**src/rtl/if_stage_pkg.sv**
```systemverilog
// Shared definitions for the instruction-fetch stage: FSM encoding,
// instruction width, bubble word and PC step.
package if_stage_pkg;

  localparam int unsigned INSTR_W   = 32;
  localparam logic [INSTR_W-1:0] NOP_INSTR = 32'b0;
  localparam logic [31:0] PC_INCR   = 32'd4;

  typedef enum logic [1:0] {
    ST_IDLE = 2'd0,
    ST_REQ  = 2'd1,
    ST_WAIT = 2'd2,
    ST_DROP = 2'd3
  } fetch_state_e;

  // Redirect targets are forced onto a word boundary.
  function automatic logic [31:0] align_pc(input logic [31:0] pc);
    return pc & ~32'h0000_0003;
  endfunction

endpackage

```
**src/rtl/if_stage.sv**
```systemverilog
// Instruction-fetch stage: issues one memory request at a time, presents each
// returned word for one cycle (longer under hazard), and redirects on flush.
//
// Memory handshake: a request is accepted on a cycle where imem_req_o=1 and
// imem_gnt_i=1; imem_gnt_i is ignored while imem_req_o=0. Exactly one response
// (imem_rvalid_i=1) follows each accepted request; rvalid outside WAIT/DROP is
// ignored. Downstream: valid_o=1 marks a real instruction; hazard_i=1 holds it.
module if_stage
  import if_stage_pkg::*;
#(
  parameter logic [31:0] RESET_PC = 32'h0000_0000
) (
  input  logic                sys_clk,
  input  logic                sys_rst,
  input  logic                hazard_i,
  input  logic                flush_i,
  input  logic [31:0]         br_target_i,
  output logic                imem_req_o,
  output logic [31:0]         imem_addr_o,
  input  logic                imem_gnt_i,
  input  logic                imem_rvalid_i,
  input  logic [INSTR_W-1:0]  imem_rdata_i,
  output logic [31:0]         pc_o,
  output logic [INSTR_W-1:0]  instr_o,
  output logic                valid_o,
  output fetch_state_e        dbg_state_o
);

  fetch_state_e       state_q, state_d;
  logic [31:0]        fetch_pc_q, fetch_pc_d;
  logic [31:0]        pc_q, pc_d;
  logic [INSTR_W-1:0] instr_q, instr_d;
  logic               valid_q, valid_d;
  logic               imem_req_q, imem_req_d;
  logic               gnt_ok;

  // Next-state, presentation and request decisions for the following cycle.
  always_comb begin
    state_d    = state_q;
    fetch_pc_d = fetch_pc_q;
    pc_d       = pc_q;
    instr_d    = instr_q;
    valid_d    = valid_q;
    gnt_ok     = imem_req_q && imem_gnt_i;

    // A presented instruction leaves after one cycle unless downstream stalls.
    if (valid_q && !hazard_i) begin
      valid_d = 1'b0;
      instr_d = NOP_INSTR;
    end

    case (state_q)
      ST_IDLE: state_d = ST_REQ;
      ST_REQ:  if (gnt_ok) state_d = ST_WAIT;
      ST_WAIT: begin
        // valid_q is always 0 here: requests are only issued once the previous
        // instruction has left, so the response can always be taken.
        if (imem_rvalid_i) begin
          state_d = ST_REQ;
          if (!flush_i) begin
            pc_d       = fetch_pc_q;
            instr_d    = imem_rdata_i;
            valid_d    = 1'b1;
            fetch_pc_d = fetch_pc_q + PC_INCR;
          end
        end else if (flush_i) begin
          state_d = ST_DROP;
        end
      end
      // A flush arriving together with the stale response still retires it,
      // otherwise no further response would ever release the FSM.
      ST_DROP: if (imem_rvalid_i) state_d = ST_REQ;
      default: state_d = ST_IDLE;
    endcase

    if (flush_i) begin
      fetch_pc_d = align_pc(br_target_i);
      valid_d    = 1'b0;
      instr_d    = NOP_INSTR;
      if (state_q == ST_REQ && gnt_ok) state_d = ST_DROP;
    end

    // Request only once nothing is presented: keeps one fetch in flight and
    // never lets a response collide with a held instruction.
    imem_req_d = (state_d == ST_REQ) && !valid_d;
  end

  // State register with synchronous reset taking priority over everything.
  always_ff @(posedge sys_clk) begin
    if (sys_rst) begin
      state_q    <= ST_IDLE;
      fetch_pc_q <= RESET_PC;
      pc_q       <= 32'b0;
      instr_q    <= NOP_INSTR;
      valid_q    <= 1'b0;
      imem_req_q <= 1'b0;
    end else begin
      state_q    <= state_d;
      fetch_pc_q <= fetch_pc_d;
      pc_q       <= pc_d;
      instr_q    <= instr_d;
      valid_q    <= valid_d;
      imem_req_q <= imem_req_d;
    end
  end

  assign imem_req_o  = imem_req_q;
  assign imem_addr_o = fetch_pc_q;
  assign pc_o        = pc_q;
  assign instr_o     = instr_q;
  assign valid_o     = valid_q;
  assign dbg_state_o = state_q;

endmodule

```
**config.mk**
```make
export PLATFORM = sky130hd
export DESIGN_NAME = if_stage
export DESIGN_NICKNAME = d
export VERILOG_FILES = /design/src/rtl/if_stage_pkg.sv /design/src/rtl/if_stage.sv
export SDC_FILE = /design/constraint.sdc
export NUM_CORES = 1
export LEC_CHECK = 0
export BUFFER_PORTS_ARGS = -buffer_cell sky130_fd_sc_hd__buf_2
export CAP_MARGIN = 40
export CORE_MARGIN = 5
export CORE_UTILIZATION = 48
export DETAILED_ROUTE_END_ITERATION = 10
export GPL_ROUTABILITY_DRIVEN = 0
export HOLD_SLACK_MARGIN = 0.08
export PLACE_DENSITY = 0.8
export SETUP_SLACK_MARGIN = 0.2
export SYNTH_ARGS = -nofsm -noshare
export SYNTH_HDL_FRONTEND = slang
export SYNTH_SLANG_ARGS = --single-unit
```
**constraint.sdc**
```tcl
create_clock -name sys_clk -period 2.6 [get_ports sys_clk]
set_input_delay 0.26 -clock sys_clk [delete_from_list [all_inputs] [get_ports sys_clk]]
set_output_delay 0.26 -clock sys_clk [all_outputs]
set_load 0.01 [all_outputs]
```
# Word level (Yosys, flattened, before mapping)
# Cells that the tools add are included.
[word_totals]
reg_bits = 100
elab_cells = 43
[classes]
addsub = 1
eq_ne = 4
muxes = 17
n_bitwise = 1
reduce_logical = 13
[ops]
columns = ["cell", "n"]
rows = [
  ["32-bit two-way mux", 6],
  ["32-bit by 3-bit adder with 32-bit output, second input constant", 1],
  ["2-bit two-way mux", 6],
  ["2-bit one-hot mux with 4 select lines", 1],
  ["2-bit by 1-bit equality test with 1-bit output, second input constant", 2],
  ["2-bit equality test, second input constant", 2],
  ["1-bit logical AND", 4],
  ["1-bit two-way mux", 4],
  ["2-bit AND reduction", 2],
  ["2-bit nonzero test", 2],
  ["3-bit AND reduction", 1],
  ["1-bit zero test", 2],
  ["2-bit zero test", 1],
  ["2-bit OR reduction", 1],
  ["1-bit inverter", 1],
]

# Logic depth before layout (Yosys ltp)
[logic_depth]
depth_word = 8
mapped_depth = 6
depth_no_buf = 6

# Least setup slack after synthesis
# No wires, ideal clock.
[synth_timing]
path_type = "reg2reg"
startpoint = "reg fetch_pc_q[2], in the netlist imem_addr_o[2]"
endpoint = "reg fetch_pc_q[26], in the netlist imem_addr_o[26]"
setup_time_ns = 0.086
arrival_time_ns = 1.864
required_time_ns = 2.514
slack_ns = 0.650
path_stages_with_launch = 7
path_buffers = 0
period_less_slack_ns = 1.950
cell_sequence = "dfxtp_1 -> ha_1 -> nand4_1 -> nor3_1 -> nand4_1 -> xor2_1 -> a211oi_1"
[synth_via]
elab_chain_len = 4
[synth_lines]
columns = ["item", "line", "source"]
rows = [
  ["start, declared", "if_stage.sv:30", "logic [31:0] fetch_pc_q, fetch_pc_d;"],
  ["start signal, assigned", "if_stage.sv:99", "fetch_pc_q <= fetch_pc_d;"],
  ["32-bit by 3-bit adder with 32-bit output", "if_stage.sv:64", "fetch_pc_d = fetch_pc_q + PC_INCR;"],
  ["32-bit two-way mux", "if_stage.sv:58", "if (imem_rvalid_i) begin"],
  ["32-bit two-way mux", "if_stage.sv:52", "case (state_q)"],
  ["32-bit two-way mux", "if_stage.sv:76", "if (flush_i) begin"],
]
# No other way between the ends. The select of a mux whose other input is x is not followed.
# A chain may end at the register's enable or synchronous reset.

# Worst setup path after layout
[layout_timing]
startpoint = "reg fetch_pc_q[2], in the netlist imem_addr_o[2]"
endpoint = "reg fetch_pc_q[16], in the netlist imem_addr_o[16]"
# The elaborated chain is that of the path after synthesis.

==> impl_metrics.env <==
export IMPL_first_global_vias=3744
export IMPL_crit_type="reg2reg"
export IMPL_async_flop_share_pct=0
export IMPL_ff_latch_area_sq_mm=0.00192
export IMPL_syn_inst=504
export IMPL_cts_sinks=96
export IMPL_worstPathArrival_ns=2.46
export IMPL_hold_buffers=0
export IMPL_fmax_mhz=457
export IMPL_layout_nets=723
export IMPL_fin_tns_setup_ns=0
export IMPL_dpl_cell_area_sq_mm=0.00486
export IMPL_synth_edf_count=0
export IMPL_final_area_sq_mm=0.00505
export IMPL_yosysWarnings=0
export IMPL_clock_latency_ns=0.36
export IMPL_syn_avg_cell_area_sq_um=7.92
export IMPL_cts_reportedPaths_clkPinSlew_ns=0.09
export IMPL_routedWlPerCell_um=14.7
export IMPL_io_pins=170
export IMPL_multiInputGateArea_sq_mm=0.00189
export IMPL_synth_ff_latch_count=96
export IMPL_cp_num_buf_inv=0
export IMPL_crit_slowest_cell="nor4_1"
export IMPL_remaining_drc_errors=0
export IMPL_ctsHtreeMaxLevel=3
export IMPL_irDropWorstVdd_uv=315
export IMPL_startpoint_type="register"
export IMPL_min_period_ns=2.19
export IMPL_max_slew_margin_pct=59.9
export IMPL_initial_core_util_pct=48.8
export IMPL_seqPwrFrac_pct=57.4
export IMPL_final_common_cell="buf_2"
export IMPL_wirelength_um=11200
export IMPL_core_sq_mm=0.00818
export IMPL_cts_tree="yes"
export IMPL_die_height_um=101
export IMPL_fillers=729
export IMPL_cts_buffer_depth=2
export IMPL_grt_antenna_before_repair=1
export IMPL_path_cells="ha_1 > nand4_1 > nor4_1 > nand3_1 > xor2_1 > a211oi_1"
export IMPL_ant_nets=0
export IMPL_vias=4005
export IMPL_min_path_type="in2reg"
export IMPL_path_max_fanout=6
export IMPL_syn_cell_area_sq_mm=0.00399
export IMPL_numCtsBuffers=9
export IMPL_ctsResizeCount=0
export IMPL_area_growth_pct=26.5
export IMPL_p_per_area_mw_per_mm2=537
export IMPL_hpwl_um=8030
export IMPL_cap_viol_max_count=0
export IMPL_drt_iter0_drc=169
export IMPL_cpLargestDelayFamily="simple AND/OR/NAND/NOR gates"
export IMPL_p_sw_share_pct=25.8
export IMPL_intPower_mw=2.01
export IMPL_finalCritPeriodShare_pct=84.2
export IMPL_p_switching_mw=0.700
export IMPL_hold_viol_final=0
export IMPL_portBuffers=163
export IMPL_cp_required_ns=2.87
export IMPL_finalClockSkew_ns=0.0127
export IMPL_comb_power_share_pct=8.6
export IMPL_diodes=0
export IMPL_postCtsSetupRepairBufs=0
export IMPL_rsz0062_at_grt="false"
export IMPL_grt_max_degree=49
export IMPL_ys_types=37
export IMPL_setup_slack_ns=0.411
export IMPL_via_per_inst=5.26
export IMPL_layout_drive_gt1_share_pct=29.4
export IMPL_max_stage_delay_ns=0.62
export IMPL_final_cell_mix="buf_2 (163), nand2_1 (122), dfxtp_1 (96)"
export IMPL_rows=33
export IMPL_outcome="completed"
export IMPL_synth_seq_area_share_pct=48.2
export IMPL_die_w_um=101
export IMPL_p_leak_nw=2.12
export IMPL_clockPowerShare_pct=34.1
export IMPL_dr_pass1_iters=4
export IMPL_cts_root_buf="clkbuf_8"
export IMPL_die_area_sq_mm=0.0102
export IMPL_synthFlopType="dfxtp_1"
export IMPL_grt_usage_pct=21.2
export IMPL_pre_cts_ws_ns=0.471
export IMPL_endpoint_kind="register"
export IMPL_setup_viol=0
export IMPL_tightest_slew_ns=0.596
export IMPL_slew_viol_final=0
export IMPL_grt_overflow_total=0
export IMPL_grt_pass1_wl_um=17700
stage by stage:
stage	power, mW	util [%]	std cells	hold WS [ns]
after global placement	1.81	59.5	746	0.438
final	2.71	61.7	762	0.130
after CTS	2.73	61.7	762	0.119
after floorplan	1.71	-	507	0.396
after global routing	2.82	61.7	762	0.119
after detailed placement	1.82	59.5	746	0.445
metal layers:
layer / wire [um] / track usage, %
met1: 4520 / 25.5
met2: 5670 / 37.4
met3: 757 / 4.55
met4: 212 / 7.57
met5: 13 / 0
area by class of cell:
class                           instances  share of cell area [%]
Inverter                                8                   0.595
Clock buffer                           12                    3.07
Multi-Input combinational cell        364                    37.4
Clock inverter                          4                   0.570
Tap cell                              105                    2.60
Sequential cell                        96                    38.1
Timing Repair Buffer                  173                    17.6
state kept, by name, indices dropped and copies added, names as in the netlist:
| signal | cells |
|---|---|
| instr_o | 32 |
| pc_o | 30 |
| imem_addr_o | 30 |
| imem_req_o | 1 |
| dbg_state_o | 2 |
| valid_o | 1 |
worst min-delay path, stage by stage:
cell	delay, ns
buf_2	0.08
a21oi_1	0.05
nor2_1	0.07
kinds of logic (layout without fill, tap and decap cells):
logic type	Yosys count	after routing	share of synthesized area (%)
buffers and inverters	47	197	4.86
AO/OA/AOI/OAI	100	100	14.0
other	1	4	0.0940
multiplexers	2	2	0.502
XOR/XNOR	25	25	5.49
flip-flops	96	96	48.2
AND/OR/NAND/NOR	232	232	26.6
adder cells (fa/ha/maj)	1	1	0.313
Yosys cell counts (3+ instances only):
cell,count,area (sq um)
nand4_1,13,81.3
buf_1,7,26.3
inv_1,8,30.0
dfxtp_1,96,1920
xnor2_1,10,87.6
nor2_1,30,113
a21oi_1,75,375
nand3_1,41,205
clkbuf_1,26,97.6
xor2_1,15,131
nor4_1,4,25.0
nor3_1,6,30.0
o21ai_0,3,15.0
buf_4,4,30.0
nand2_1,122,458
a211oi_1,15,113
final timing paths:
path	slack, ns	depth (start not counted)	startpoint	to
min	0.13	3	br_target_i[2]	imem_addr_o[2]$_SDFFE_PP0P_
max	0.41	6	imem_addr_o[2]$_SDFFE_PP0P_	imem_addr_o[16]$_SDFFE_PP0P_
max reg2reg	0.41	6	imem_addr_o[2]$_SDFFE_PP0P_	imem_addr_o[16]$_SDFFE_PP0P_
min reg2reg	0.45	2	pc_o[6]$_SDFFE_PP0P_	pc_o[6]$_SDFFE_PP0P_
power groups by stage:
stage | Sequential, mW | Clock (mW) | Combinational, mW
2_1_floorplan | 1.60 | 0 | 0.109
3_3_place_gp | 1.59 | 0 | 0.227
3_5_place_dp | 1.59 | 0 | 0.232
4_1_cts | 1.55 | 0.938 | 0.234
5_1_grt | 1.56 | 1.00 | 0.254
6_report | 1.55 | 0.923 | 0.232
Note: power is estimated with default switching activity, not from simulation.
